`config.mk`:
```
export PLATFORM = sky130hd
export DESIGN_NAME = fpmult_arbiter
export DESIGN_NICKNAME = d
export VERILOG_FILES = /design/src/rtl/fpmult_arbiter.sv
export SDC_FILE = /design/constraint.sdc
export NUM_CORES = 1
export LEC_CHECK = 0
export BUFFER_PORTS_ARGS = -buffer_cell sky130_fd_sc_hd__clkbuf_2
export CAP_MARGIN = 20
export CORE_AREA = 2 2 154 156
export CTS_CLUSTER_DIAMETER = 30
export CTS_CLUSTER_SIZE = 8
export DETAILED_ROUTE_END_ITERATION = 10
export DIE_AREA = 0 0 156 158
export PLACE_DENSITY = 0.56
export SYNTH_ARGS = -nofsm -noshare
export SYNTH_HDL_FRONTEND = slang
export SYNTH_SLANG_ARGS = --single-unit
```
`constraint.sdc`:
```
create_clock -name clk -period 2.3 [get_ports clk]
set_input_delay 0.46 -clock clk [delete_from_list [all_inputs] [get_ports clk]]
set_output_delay 0.46 -clock clk [all_outputs]
set_load 0.005 [all_outputs]
```
`src/rtl/fpmult_arbiter.sv`:
```
// Round-robin arbiter/sequencer sharing one fpmult among NREQ requesters.
// Optional WAIT timeout with qNaN/err response: define FPMULT_ARB_TIMEOUT_EN.
module fpmult_arbiter #(
   parameter int unsigned NREQ    = 4,
   parameter int unsigned WIDTH   = 32,
   parameter int unsigned TIMEOUT = 255
) (
   input  logic                  clk,
   input  logic                  reset,
   input  logic [NREQ-1:0]       req,
   input  logic [NREQ*WIDTH-1:0] req_dataa,
   input  logic [NREQ*WIDTH-1:0] req_datab,
   output logic [NREQ-1:0]       ack,
   output logic [WIDTH-1:0]      result,
   output logic                  err,
   output logic                  busy,
   output logic [WIDTH-1:0]      mult_dataa,
   output logic [WIDTH-1:0]      mult_datab,
   output logic                  mult_start,
   input  logic [WIDTH-1:0]      mult_result,
   input  logic                  mult_done
);

   localparam int unsigned IDXW = (NREQ > 1) ? $clog2(NREQ) : 1;
   localparam logic [IDXW-1:0] LAST_RST = IDXW'(NREQ - 1);

   typedef enum logic [1:0] {IDLE, ISSUE, WAIT, RESP} state_t;

   state_t            state_q, state_d;
   logic [IDXW-1:0]   grant_q, grant_d;
   logic [IDXW-1:0]   last_grant_q, last_grant_d;
   logic [WIDTH-1:0]  dataa_q, dataa_d;
   logic [WIDTH-1:0]  datab_q, datab_d;
   logic [WIDTH-1:0]  result_q, result_d;
   logic [NREQ-1:0]   ack_q, ack_d;
   logic              start_q, start_d;
   logic              busy_q, busy_d;
   logic              wait_first_q, wait_first_d;

   logic [WIDTH-1:0]  opa [NREQ];
   logic [WIDTH-1:0]  opb [NREQ];
   logic [IDXW-1:0]   win_idx;
   logic [IDXW-1:0]   cand;
   logic              win_vld;

`ifdef FPMULT_ARB_TIMEOUT_EN
   localparam int unsigned CNTW = ($clog2(TIMEOUT + 1) > 8) ? $clog2(TIMEOUT + 1) : 8;
   localparam logic [WIDTH-1:0] QNAN = WIDTH'(32'h7FC0_0000);
   logic [CNTW-1:0]   wait_cnt_q, wait_cnt_d;
   logic              err_q, err_d;
   assign err = err_q;
`else
   logic              unused_timeout;
   assign unused_timeout = ^TIMEOUT;
   assign err = 1'b0;
`endif

   // Unpack operand slices per requester
   for (genvar g = 0; g < NREQ; g++) begin : g_unpack
      assign opa[g] = req_dataa[g*WIDTH +: WIDTH];
      assign opb[g] = req_datab[g*WIDTH +: WIDTH];
   end

   // First pending request after the last grant, with wrap
   always_comb begin
      win_idx = '0;
      win_vld = 1'b0;
      cand    = '0;
      for (int unsigned i = 1; i <= NREQ; i++) begin
         cand = IDXW'((32'(last_grant_q) + i) % NREQ);
         if (!win_vld && req[cand]) begin
            win_vld = 1'b1;
            win_idx = cand;
         end
      end
   end

   always_comb begin
      state_d      = state_q;
      grant_d      = grant_q;
      last_grant_d = last_grant_q;
      dataa_d      = dataa_q;
      datab_d      = datab_q;
      result_d     = result_q;
      wait_first_d = wait_first_q;
      ack_d        = '0;
`ifdef FPMULT_ARB_TIMEOUT_EN
      wait_cnt_d   = wait_cnt_q;
      err_d        = 1'b0;
`endif
      case (state_q)
         IDLE: begin
            if (win_vld) begin
               grant_d = win_idx;
               dataa_d = opa[win_idx];
               datab_d = opb[win_idx];
               state_d = ISSUE;
            end
         end
         ISSUE: begin
            wait_first_d = 1'b1;
`ifdef FPMULT_ARB_TIMEOUT_EN
            wait_cnt_d   = '0;
`endif
            state_d      = WAIT;
         end
         WAIT: begin
            // A done seen in the first WAIT cycle may be left over from the last op
            wait_first_d = 1'b0;
            if (!wait_first_q && mult_done) begin
               result_d = mult_result;
               state_d  = RESP;
            end
`ifdef FPMULT_ARB_TIMEOUT_EN
            else if (wait_cnt_q == CNTW'(TIMEOUT)) begin
               result_d = QNAN;
               err_d    = 1'b1;
               state_d  = RESP;
            end
            wait_cnt_d = wait_cnt_q + CNTW'(1);
`endif
         end
         RESP: begin
            last_grant_d = grant_q;
            state_d      = IDLE;
         end
         default: state_d = IDLE;
      endcase
      if (state_d == RESP) ack_d[grant_q] = 1'b1;
      start_d = (state_d == ISSUE);
      busy_d  = (state_d != IDLE);
   end

   always_ff @(posedge clk) begin
      if (!reset) begin
         state_q      <= IDLE;
         grant_q      <= '0;
         last_grant_q <= LAST_RST;
         dataa_q      <= '0;
         datab_q      <= '0;
         result_q     <= '0;
         ack_q        <= '0;
         start_q      <= 1'b0;
         busy_q       <= 1'b0;
         wait_first_q <= 1'b0;
`ifdef FPMULT_ARB_TIMEOUT_EN
         wait_cnt_q   <= '0;
         err_q        <= 1'b0;
`endif
      end else begin
         state_q      <= state_d;
         grant_q      <= grant_d;
         last_grant_q <= last_grant_d;
         dataa_q      <= dataa_d;
         datab_q      <= datab_d;
         result_q     <= result_d;
         ack_q        <= ack_d;
         start_q      <= start_d;
         busy_q       <= busy_d;
         wait_first_q <= wait_first_d;
`ifdef FPMULT_ARB_TIMEOUT_EN
         wait_cnt_q   <= wait_cnt_d;
         err_q        <= err_d;
`endif
      end
   end

   assign ack        = ack_q;
   assign result     = result_q;
   assign busy       = busy_q;
   assign mult_dataa = dataa_q;
   assign mult_datab = datab_q;
   assign mult_start = start_q;

endmodule

```
==> results of run 1 <==
[per-layer routing]
layer	share of wire	GRT usage	vias up
met5	0	0	-
li1	-	-	3336
met4	0.025	0.07121	0
met3	0.064	0.03696	33
met1	0.42	0.2328	3103
met2	0.49	0.3434	295
[worst max-delay path by stage]
stage | from | endpoint | cells after the start
2_1_floorplan | req[3] | mult_datab[0] | 7
3_3_place_gp | req[1] | mult_datab[4] | 7
3_5_place_dp | req[3] | mult_dataa[5] | 8
4_1_cts | last_grant_q[0] | mult_dataa[5] | 7
5_1_grt | last_grant_q[0] | mult_dataa[27] | 7
6_report | last_grant_q[0] | mult_dataa[5] | 7
[logic make-up (layout without fill, tap and decap cells)]
kind of cell,Yosys count,after routing
adder cells (fa/ha/maj),4,4
buffers and inverters,82,455
multiplexers,92,92
AND/OR/NAND/NOR,165,165
AO/OA/AOI/OAI,224,224
other,1,1
flip-flops,109,109
[worst max-delay path, cell delays in order (launching register included)]
cell	delay, ps
dfxtp_1	370
and2b_1	210
o21a_1	220
nor3_4	240
buf_12	280
buf_12	240
mux2i_1	290
o221ai_1	130
[registers in the layout, indices dropped and copies added, names as in the netlist]
signal	cells
mult_dataa	32
mult_start	1
state_q	2
grant_q	2
last_grant_q	2
ack	4
mult_datab	32
busy	1
result	32
wait_first_q	1
[Yosys cell counts (5+ instances only)]
library cell	count
and3_1	11
clkbuf_1	39
a21oi_1	13
o221ai_1	27
buf_2	17
a21boi_0	32
o31ai_1	37
buf_6	14
nand2_1	75
nand3_1	27
nor2_1	33
mux2_2	36
inv_1	5
mux2i_1	55
o311a_1	27
a41oi_1	27
dfxtp_1	109
o211ai_1	39
a221o_1	10
[power by group]
group	leakage [nW]	switching [mW]	internal (mW)
Sequential	0.896	0.349	2.49
Clock	0.133	0.808	0.760
Combinational	3.26	2.26	1.94
Total	4.29	3.42	5.18
[area by class of cell]
cell class / count / area (um2) / area share
sequential: 109 / 2182 / 0.2455
tap: 290 / 362.8 / 0.04083
clock buffer: 10 / 229.0 / 0.02576
inverter: 5 / 18.77 / 0.002112
multi-input combinational: 486 / 3620 / 0.4073
clock inverter: 6 / 55.05 / 0.006195
timing repair buffer: 434 / 2420 / 0.2723
[through the flow]
stage | cells | hold slack (ps) | instance area, um2
6_report | 1340 | 319.8 | 8887
5_1_grt | 1340 | 320.9 | 8887
4_1_cts | 1340 | 305.8 | 8887
3_5_place_dp | 1324 | 460.0 | 8603
3_3_place_gp | 1324 | 450.8 | 8603
2_1_floorplan | 677 | 441.6 | 6226
==> reports/summary.txt, run 1 <==
CTS Hold Buffers Added = 0
DR WL/cell = 18.75 um
Largest family of logic cells by synthesized area = compound AO/OA/AOI/OAI gates
Slew @ Worst Pin = 628.9 ps
Mux share of post-synthesis cell area = 0.1553
Final worst-path setup slack = 181.7 ps
Routability cong. = 0.7789
DR vias = 6767
Most frequent cells in the layout = clkbuf_2 (395), dfxtp_1 (109), nand2_1 (74)
I/O pin cnt = 398
Max Cap Viol = 0
Crit path kind = reg -> reg
Status = finished, final reports clean
Initial core utilization = 0.2701
Worst R2R Path Depth = 7
Critical path arrival = 2350 ps
Adder-cell area share of the yosys netlist = 0.008039
Leak = 4.288 nW
Sequential share of the synthesized area = 0.3505
Max Slew Vio Count = 0
Worst EP required = 2530 ps
Number of DRC markers in iteration 0 = 426
Top cell type by total area after synthesis = dfxtp_1
Total power = 8.603 mW
DRT antenna net count = 0
R2R Setup Slk = 180 ps
Hold crit path type = in -> reg
Synth top area share = 0.3505
Hold Fails Final Rpt = 0
Setup TNS = 0 ps
Layout Utilization = 0.3855
PortBufs = 396
Simple-Gate Fraction of Synth Area = 0.1222
Placeable Area = 23050 um2
Async S/R FF share, synth = 0
GRT Resource Usage Total = 0.1936
CTS tree = built
Vias/cell = 5.050
Ys Warns = 0
Slew HR = 0.5807
CTS resizes = 0
Dpl ws = -20.22 ps
Post-synth EDFFs = 0
Largest net degree at the start of global routing = 59
Total clock sinks = 109
Clock Tree Buf Depth = 2
Syn Nets = 976
Number of global-route vias before repair = 6648
H-Tree Depth = 3
Drt pass-1 iters = 5
Synth Area in Compound Gates = 0.2894
Post-layout nets = 1344
FF-to-FF End = mult_dataa[5]
Unique masters post-synth = 42
Fillers = 2379
Die area = 24650 um2
Clk Latency, worst-skew pair = 360 ps
CTS buffer count = 9
GRT overflow = 0
Power Dens Cells = 968.0 nW/um2
DRC violations left = 0
Worst Setup End Kind = register
Clock Tree Root = clkbuf_16
Worst Clk Skew = 15.24 ps
Commonest non-fill, non-tap cell in the layout = clkbuf_2
RR Startpoint = last_grant_q[0]
Top FF cell, synth = dfxtp_1
Fin crit share = 0.9210
Synth Cell Area = 6226 um2
Max frequency = 472.1 MHz
VDD IR max = 0.3764 mV
Worst hold path stage count = 3
# setup viols final = 0
Worst Hold End = result[26]
Count of mapped cells out of synthesis = 677
Share of cells above drive strength 1 = 0.4752
Hold Crit Start = mult_result[26]
RSZ-0062 raised after global routing = false
Ant. Diodes = 0
Die Ht = 158 um
FP Rows = 56
Synthesis-stage register bit count = 109
Die X = 156 um
Global-route wire length before repair = 37270 um
CTS clk-pin slew, worst paths = 90 ps
Syn_area_per_cell = 9.196 um2
Fin crit period = 2118 ps
Area contributors post-synth = dfxtp_1 (35%), mux2i_1 (8.8%), mux2_2 (6.5%)
Worst-path maximum fanout = 33
Initial antenna violation count = 0
Final Routed Wirelength = 25120 um
Post-synthesis xor/xnor area fraction = 0
Critical Path Start Type = register
DP HPWL = 18560 um
Setup Buffers After CTS = 0
Area grow syn2layout = 42.75%
(Power assumes the default switching activity.)
==> run 2, diff against run 1 <==
--- a/config.mk
+++ b/config.mk
@@ -6,8 +6,8 @@
 export NUM_CORES = 1
 export LEC_CHECK = 0
 export BUFFER_PORTS_ARGS = -buffer_cell sky130_fd_sc_hd__clkbuf_2
-export CAP_MARGIN = 20
 export CORE_AREA = 2 2 154 156
+export CTS_BUF_LIST = sky130_fd_sc_hd__clkbuf_16
 export CTS_CLUSTER_DIAMETER = 30
 export CTS_CLUSTER_SIZE = 8
 export DETAILED_ROUTE_END_ITERATION = 10
==> run 2 against run 1 <==
- hold slack is essentially flat
- global-route usage is the same
- count of clock-buffer cells in the layout shrank 1
- combinational power is essentially flat
- total power is essentially flat
- clock power is essentially flat
- via count is essentially flat
- critical path depth is the same
- sequential power is essentially flat
- register-to-register slack is essentially flat
- fmax is essentially flat
- first-iteration DRC count shrank 0.70%
- critical path type unchanged
- critical endpoint unchanged
==> reports/summary.txt, run 2 (synthesis results as in run 1) <==
Setup Buffers After CTS = 0 (unchanged)
Final worst-path setup slack = 181.7 ps (-0.01200 ps)
RSZ-0062 raised after global routing = false
Max frequency = 472.1 MHz (about the same)
CTS resizes = 0 (unchanged)
Worst Setup End Kind = register
Worst Setup SP = last_grant_q[0]
Max Cap Viol = 0 (unchanged)
Hold crit path type = in -> reg
GRT Resource Usage Total = 0.1936 (unchanged)
DR WL/cell = 18.74 um (about the same)
Dpl ws = -20.22 ps (unchanged)
Crit path kind = reg -> reg
CTS tree = built
Worst-path maximum fanout = 33 (unchanged)
Vias/cell = 5.054 (about the same)
Drt pass-1 iters = 5 (unchanged)
Final Routed Wirelength = 25120 um (about the same)
Fin crit period = 2118 ps (+0.01200 ps)
Clock Tree Buf Depth = 2 (unchanged)
Post-layout nets = 1344 (unchanged)
Placed instance area = 8603 um2 (unchanged)
CTS Hold Buffers Added = 0 (unchanged)
CTS buffer count = 9 (unchanged)
Layout Utilization = 0.3855 (unchanged)
Total clock sinks = 109 (unchanged)
Final design area excluding fillers = 8887 um2 (unchanged)
Total power = 8.602 mW (about the same)
Global-route wire length before repair = 37270 um (unchanged)
Routability cong. = 0.7789 (unchanged)
Hold Fails Final Rpt = 0 (unchanged)
PortBufs = 396 (unchanged)
Leak = 4.292 nW (about the same)
Worst Clk Skew = 15.47 ps (+0.2331 ps)
Critical path arrival = 2350 ps (about the same)
DP HPWL = 18560 um (unchanged)
Most frequent cells in the layout = clkbuf_2 (395), dfxtp_1 (109), nand2_1 (74)
DRC violations left = 0 (unchanged)
Initial antenna violation count = 0 (unchanged)
Ant. Diodes = 0 (unchanged)
Critical Path Start Type = register
GRT overflow = 0 (unchanged)
H-Tree Depth = 3 (unchanged)
# setup viols final = 0 (unchanged)
I/O pin cnt = 398 (unchanged)
Number of global-route vias before repair = 6648 (unchanged)
Commonest non-fill, non-tap cell in the layout = clkbuf_2
CTS clk-pin slew, worst paths = 90 ps (about the same)
Worst hold margin = 319.5 ps (-0.3070 ps)
Worst EP required = 2530 ps (about the same)
Status = finished, final reports clean
DRT antenna net count = 0 (unchanged)
Max Slew Vio Count = 0 (unchanged)
DR vias = 6773 (+0.089%)
RR Startpoint = last_grant_q[0]
Clock Tree Root = clkbuf_16
Placeable Area = 23050 um2 (unchanged)
Hold Crit Start = mult_result[26]
Number of DRC markers in iteration 0 = 423 (-0.70%)
Slew @ Worst Pin = 628.5 ps (-0.3915 ps)
Fin crit share = 0.9210 (about the same)
Slew HR = 0.5810 (about the same)
Share of cells above drive strength 1 = 0.4752 (unchanged)
Die area = 24650 um2 (unchanged)
Clk Latency, worst-skew pair = 360 ps (about the same)
Die Ht = 158 um (unchanged)
Power Dens Cells = 967.9 nW/um2 (about the same)
Largest net degree at the start of global routing = 59 (unchanged)
VDD IR max = 0.3764 mV (about the same)
Initial core utilization = 0.2701 (unchanged)
FP Rows = 56 (unchanged)
Die X = 156 um (unchanged)
Area grow syn2layout = 42.75% (unchanged)
run 2: cell count changes in the layout (fill, tap and decap cells not counted), sizes merged:
cell    delta
clkbuf     -1
inv        +1
run 2: worst max-delay path, cell delays in order (launching register included):
cell      delay [ps]
dfxtp_1          370
and2b_1          210
o21a_1           220
nor3_4           240
buf_12           280
buf_12           240
mux2i_1          290
o221ai_1         130
run 2: worst paths after layout:
path	cells after the start	slack, ps	to
hold reg to reg	2	470	result[24]
hold / removal	3	320	result[26]
setup / recovery	7	180	mult_dataa[5]
setup reg to reg	7	180	mult_dataa[5]
run 2: layer usage:
metal  vias to the layer above  GRT usage  part of all wire
met1                      3109     0.2328              0.42
met2                       293     0.3434              0.49
met5                         -          0                 0
met3                        33    0.03696             0.064
li1                       3338          -                 -
met4                         0    0.07121             0.025
run 2: area by class of cell:
cell class	count	area, um2
well taps	290	362.8
clock inverters	7	58.81
flip-flops and latches	109	2182
repair buffers	434	2420
multi-input cells	486	3620
inverters	5	18.77
fillers	2379	14160
clock buffers	9	225.2
run 2: report_power, final:
group / leakage (nW) / internal [mW] / switching [mW] / total (mW)
combinational: 3.26 / 1.94 / 2.26 / 4.20
clock: 0.137 / 0.755 / 0.810 / 1.57
sequential: 0.896 / 2.49 / 0.350 / 2.84
run 2: through the flow:
| stage | cells | setup TNS (ps) |
|---|---|---|
| floorplan | 677 | 0 |
| global placement | 1324 | 0 |
| detailed placement | 1324 | -29.30 |
| CTS | 1340 | 0 |
| global route | 1340 | 0 |
| finish | 1340 | 0 |
==> run 3, diff against run 2 <==
--- a/config.mk
+++ b/config.mk
@@ -13,6 +13,7 @@
 export DETAILED_ROUTE_END_ITERATION = 10
 export DIE_AREA = 0 0 156 158
 export PLACE_DENSITY = 0.56
+export RECOVER_POWER = 25
 export SYNTH_ARGS = -nofsm -noshare
 export SYNTH_HDL_FRONTEND = slang
 export SYNTH_SLANG_ARGS = --single-unit
==> run 3 against run 2 <==
- core utilization fell by 0.16 points
- critical path type unchanged
- first-iteration DRC count rose by 1.7%
- register-to-register slack barely moved
- largest power group unchanged
- routed wire length barely moved
- setup slack got worse by 4.6 ps
- count of clock-buffer cells in the layout did not move
- combinational power barely moved
- fmax fell by 0.22%
- final cell count did not move
- clock power barely moved
- cell area fell by 0.42%
- sequential power barely moved
==> reports/summary.txt, run 3 (synthesis results as in run 1) <==
Clk Latency, worst-skew pair = 360 ps (about the same)
Status = finished, final reports clean
Die area = 24650 um2 (unchanged)
Post-layout nets = 1344 (unchanged)
FP Rows = 56 (unchanged)
Number of DRC markers in iteration 0 = 430 (+1.7%)
# setup viols final = 0 (unchanged)
Fin crit share = 0.9230 (+0.002002)
CTS clk-pin slew, worst paths = 90 ps (about the same)
Crit path kind = reg -> reg
Slew @ Worst Pin = 638.6 ps (+10.04 ps)
RR Startpoint = last_grant_q[0]
GRT overflow = 0 (unchanged)
Met3 WL = 1654 um (+3.0%)
Routability cong. = 0.7789 (unchanged)
I/O pin cnt = 398 (unchanged)
VDD IR max = 0.3720 mV (-1.2%)
Ant. Diodes = 0 (unchanged)
Global-route wire length before repair = 37270 um (unchanged)
Worst-path maximum fanout = 33 (unchanged)
Critical path arrival = 2350 ps (about the same)
Clock Tree Root = clkbuf_16
CTS buffer count = 9 (unchanged)
Max frequency = 471.1 MHz (-0.22%)
Setup Buffers After CTS = 0 (unchanged)
Max Cap Viol = 0 (unchanged)
DR WL/cell = 18.75 um (about the same)
Uppermost routed layer = met4
H-Tree Depth = 3 (unchanged)
Vias/cell = 5.070 (+0.31%)
Fin crit period = 2123 ps (+4.604 ps)
Hold Fails Final Rpt = 0 (unchanged)
Worst Hold End = result[26]
GRT Resource Usage Total = 0.1936 (unchanged)
Placeable Area = 23050 um2 (unchanged)
Clock Tree Buf Depth = 2 (unchanged)
DRT antenna net count = 0 (unchanged)
Dpl ws = -20.22 ps (unchanged)
Slew HR = 0.5743 (-0.006696)
Final worst-path setup slack = 177.1 ps (-4.604 ps)
DR vias = 6794 (+0.31%)
Largest stage delay on the critical path = 370 ps (about the same)
Max Slew Vio Count = 0 (unchanged)
Commonest non-fill, non-tap cell in the layout = clkbuf_2
FF-to-FF End = mult_dataa[5]
Die Ht = 158 um (unchanged)
Worst Clk Skew = 15.39 ps (-0.07640 ps)
Number of global-route vias before repair = 6648 (unchanged)
Leak = 4.191 nW (-2.3%)
Worst hold path stage count = 3 (unchanged)
Area grow syn2layout = 42.14%
Initial core utilization = 0.2701 (unchanged)
PortBufs = 396 (unchanged)
R2R Setup Slk = 180 ps (about the same)
Most frequent cells in the layout = clkbuf_2 (365), dfxtp_1 (109), nand2_1 (74)
Worst EP required = 2530 ps (about the same)
Drt pass-1 iters = 4 (-1)
Die X = 156 um (unchanged)
Largest net degree at the start of global routing = 59 (unchanged)
DRC violations left = 0 (unchanged)
CTS resizes = 0 (unchanged)
Worst Setup End Kind = register
M1 wire length = 10400 um (-1.1%)
Placed Cells = 1324 (unchanged)
Initial antenna violation count = 0 (unchanged)
Fin cells = 1340 (unchanged)
Hold Crit Start = mult_result[26]
Power Dens Cells = 968.9 nW/um2 (+0.10%)
DP HPWL = 18560 um (unchanged)
Critical Path Start Type = register
Total clock sinks = 109 (unchanged)
Setup TNS = 0 ps (unchanged)
Share of cells above drive strength 1 = 0.4467 (-0.02857)
Met2 WL post-DR = 12420 um (+0.38%)
CTS Hold Buffers Added = 0 (unchanged)
RSZ-0062 raised after global routing = false
Hold crit path type = in -> reg
CP Cell Sequence = and2b_1 -> o21a_1 -> nor3_4 -> buf_12 -> buf_12 -> mux2i_1 -> o221ai_1
CTS tree = built
Most used cell, CP = buf_12
Slowest library cell on the worst path = dfxtp_1
Worst R2R Path Depth = 7 (unchanged)
Final Routed Wirelength = 25120 um (about the same)
[run 3: changes by cell type in the layout (fill, tap and decap cells not counted), sizes merged]
cell	previous run	this run
buf	39	40
clkbuf	404	403
[run 3: power breakdown]
part	internal, mW	total [mW]	switching, mW
logic	1.91	4.17	2.26
registers	2.49	2.84	0.352
clock network	0.755	1.57	0.812
[run 3: worst max path at each step]
stage	from	endpoint	slack [ps]	cells after the start
2_1_floorplan	req[3]	mult_datab[0]	240	7
5_1_grt	last_grant_q[0]	mult_dataa[27]	60	7
3_5_place_dp	req[3]	mult_dataa[5]	-20	8
4_1_cts	last_grant_q[0]	mult_dataa[5]	160	7
6_report	last_grant_q[0]	mult_dataa[5]	180	7
3_3_place_gp	req[1]	mult_datab[4]	7	7
[run 3: through the flow]
stage                 util  hold WS, ps  power, mW  cell area [um2]
detailed placement  0.3732        460.0      7.122             8603
global route        0.3839        320.9      9.185             8850
finish              0.3839        319.9      8.574             8850
global placement    0.3732        450.8      7.103             8603
floorplan                -        441.6      5.406             6226
CTS                 0.3855        305.4      8.738             8887
[run 3: layout make-up]
type,instances,area (um2)
Sequential cell,109,2182
Clock inverter,7,58.81
Tap cell,290,362.8
Timing Repair Buffer,434,2382
Clock buffer,9,225.2
Inverter,5,18.77
Multi-Input combinational cell,486,3620
Fill cell,2392,14200
[run 3: critical path: cells and delay by family, from the launching register on]
kind            cells  cell delay (ps)
compound gates      2              350
flops               1              370
buf+inv             2              520
mux                 1              290
simple gates        2              450
[run 3: per-layer routing]
metal  global-route usage  vias to the layer above
li1                     -                     3333
met1               0.2328                     3112
met3              0.03696                       37
met4              0.07121                        0
met5                    0                        -
met2               0.3434                      312
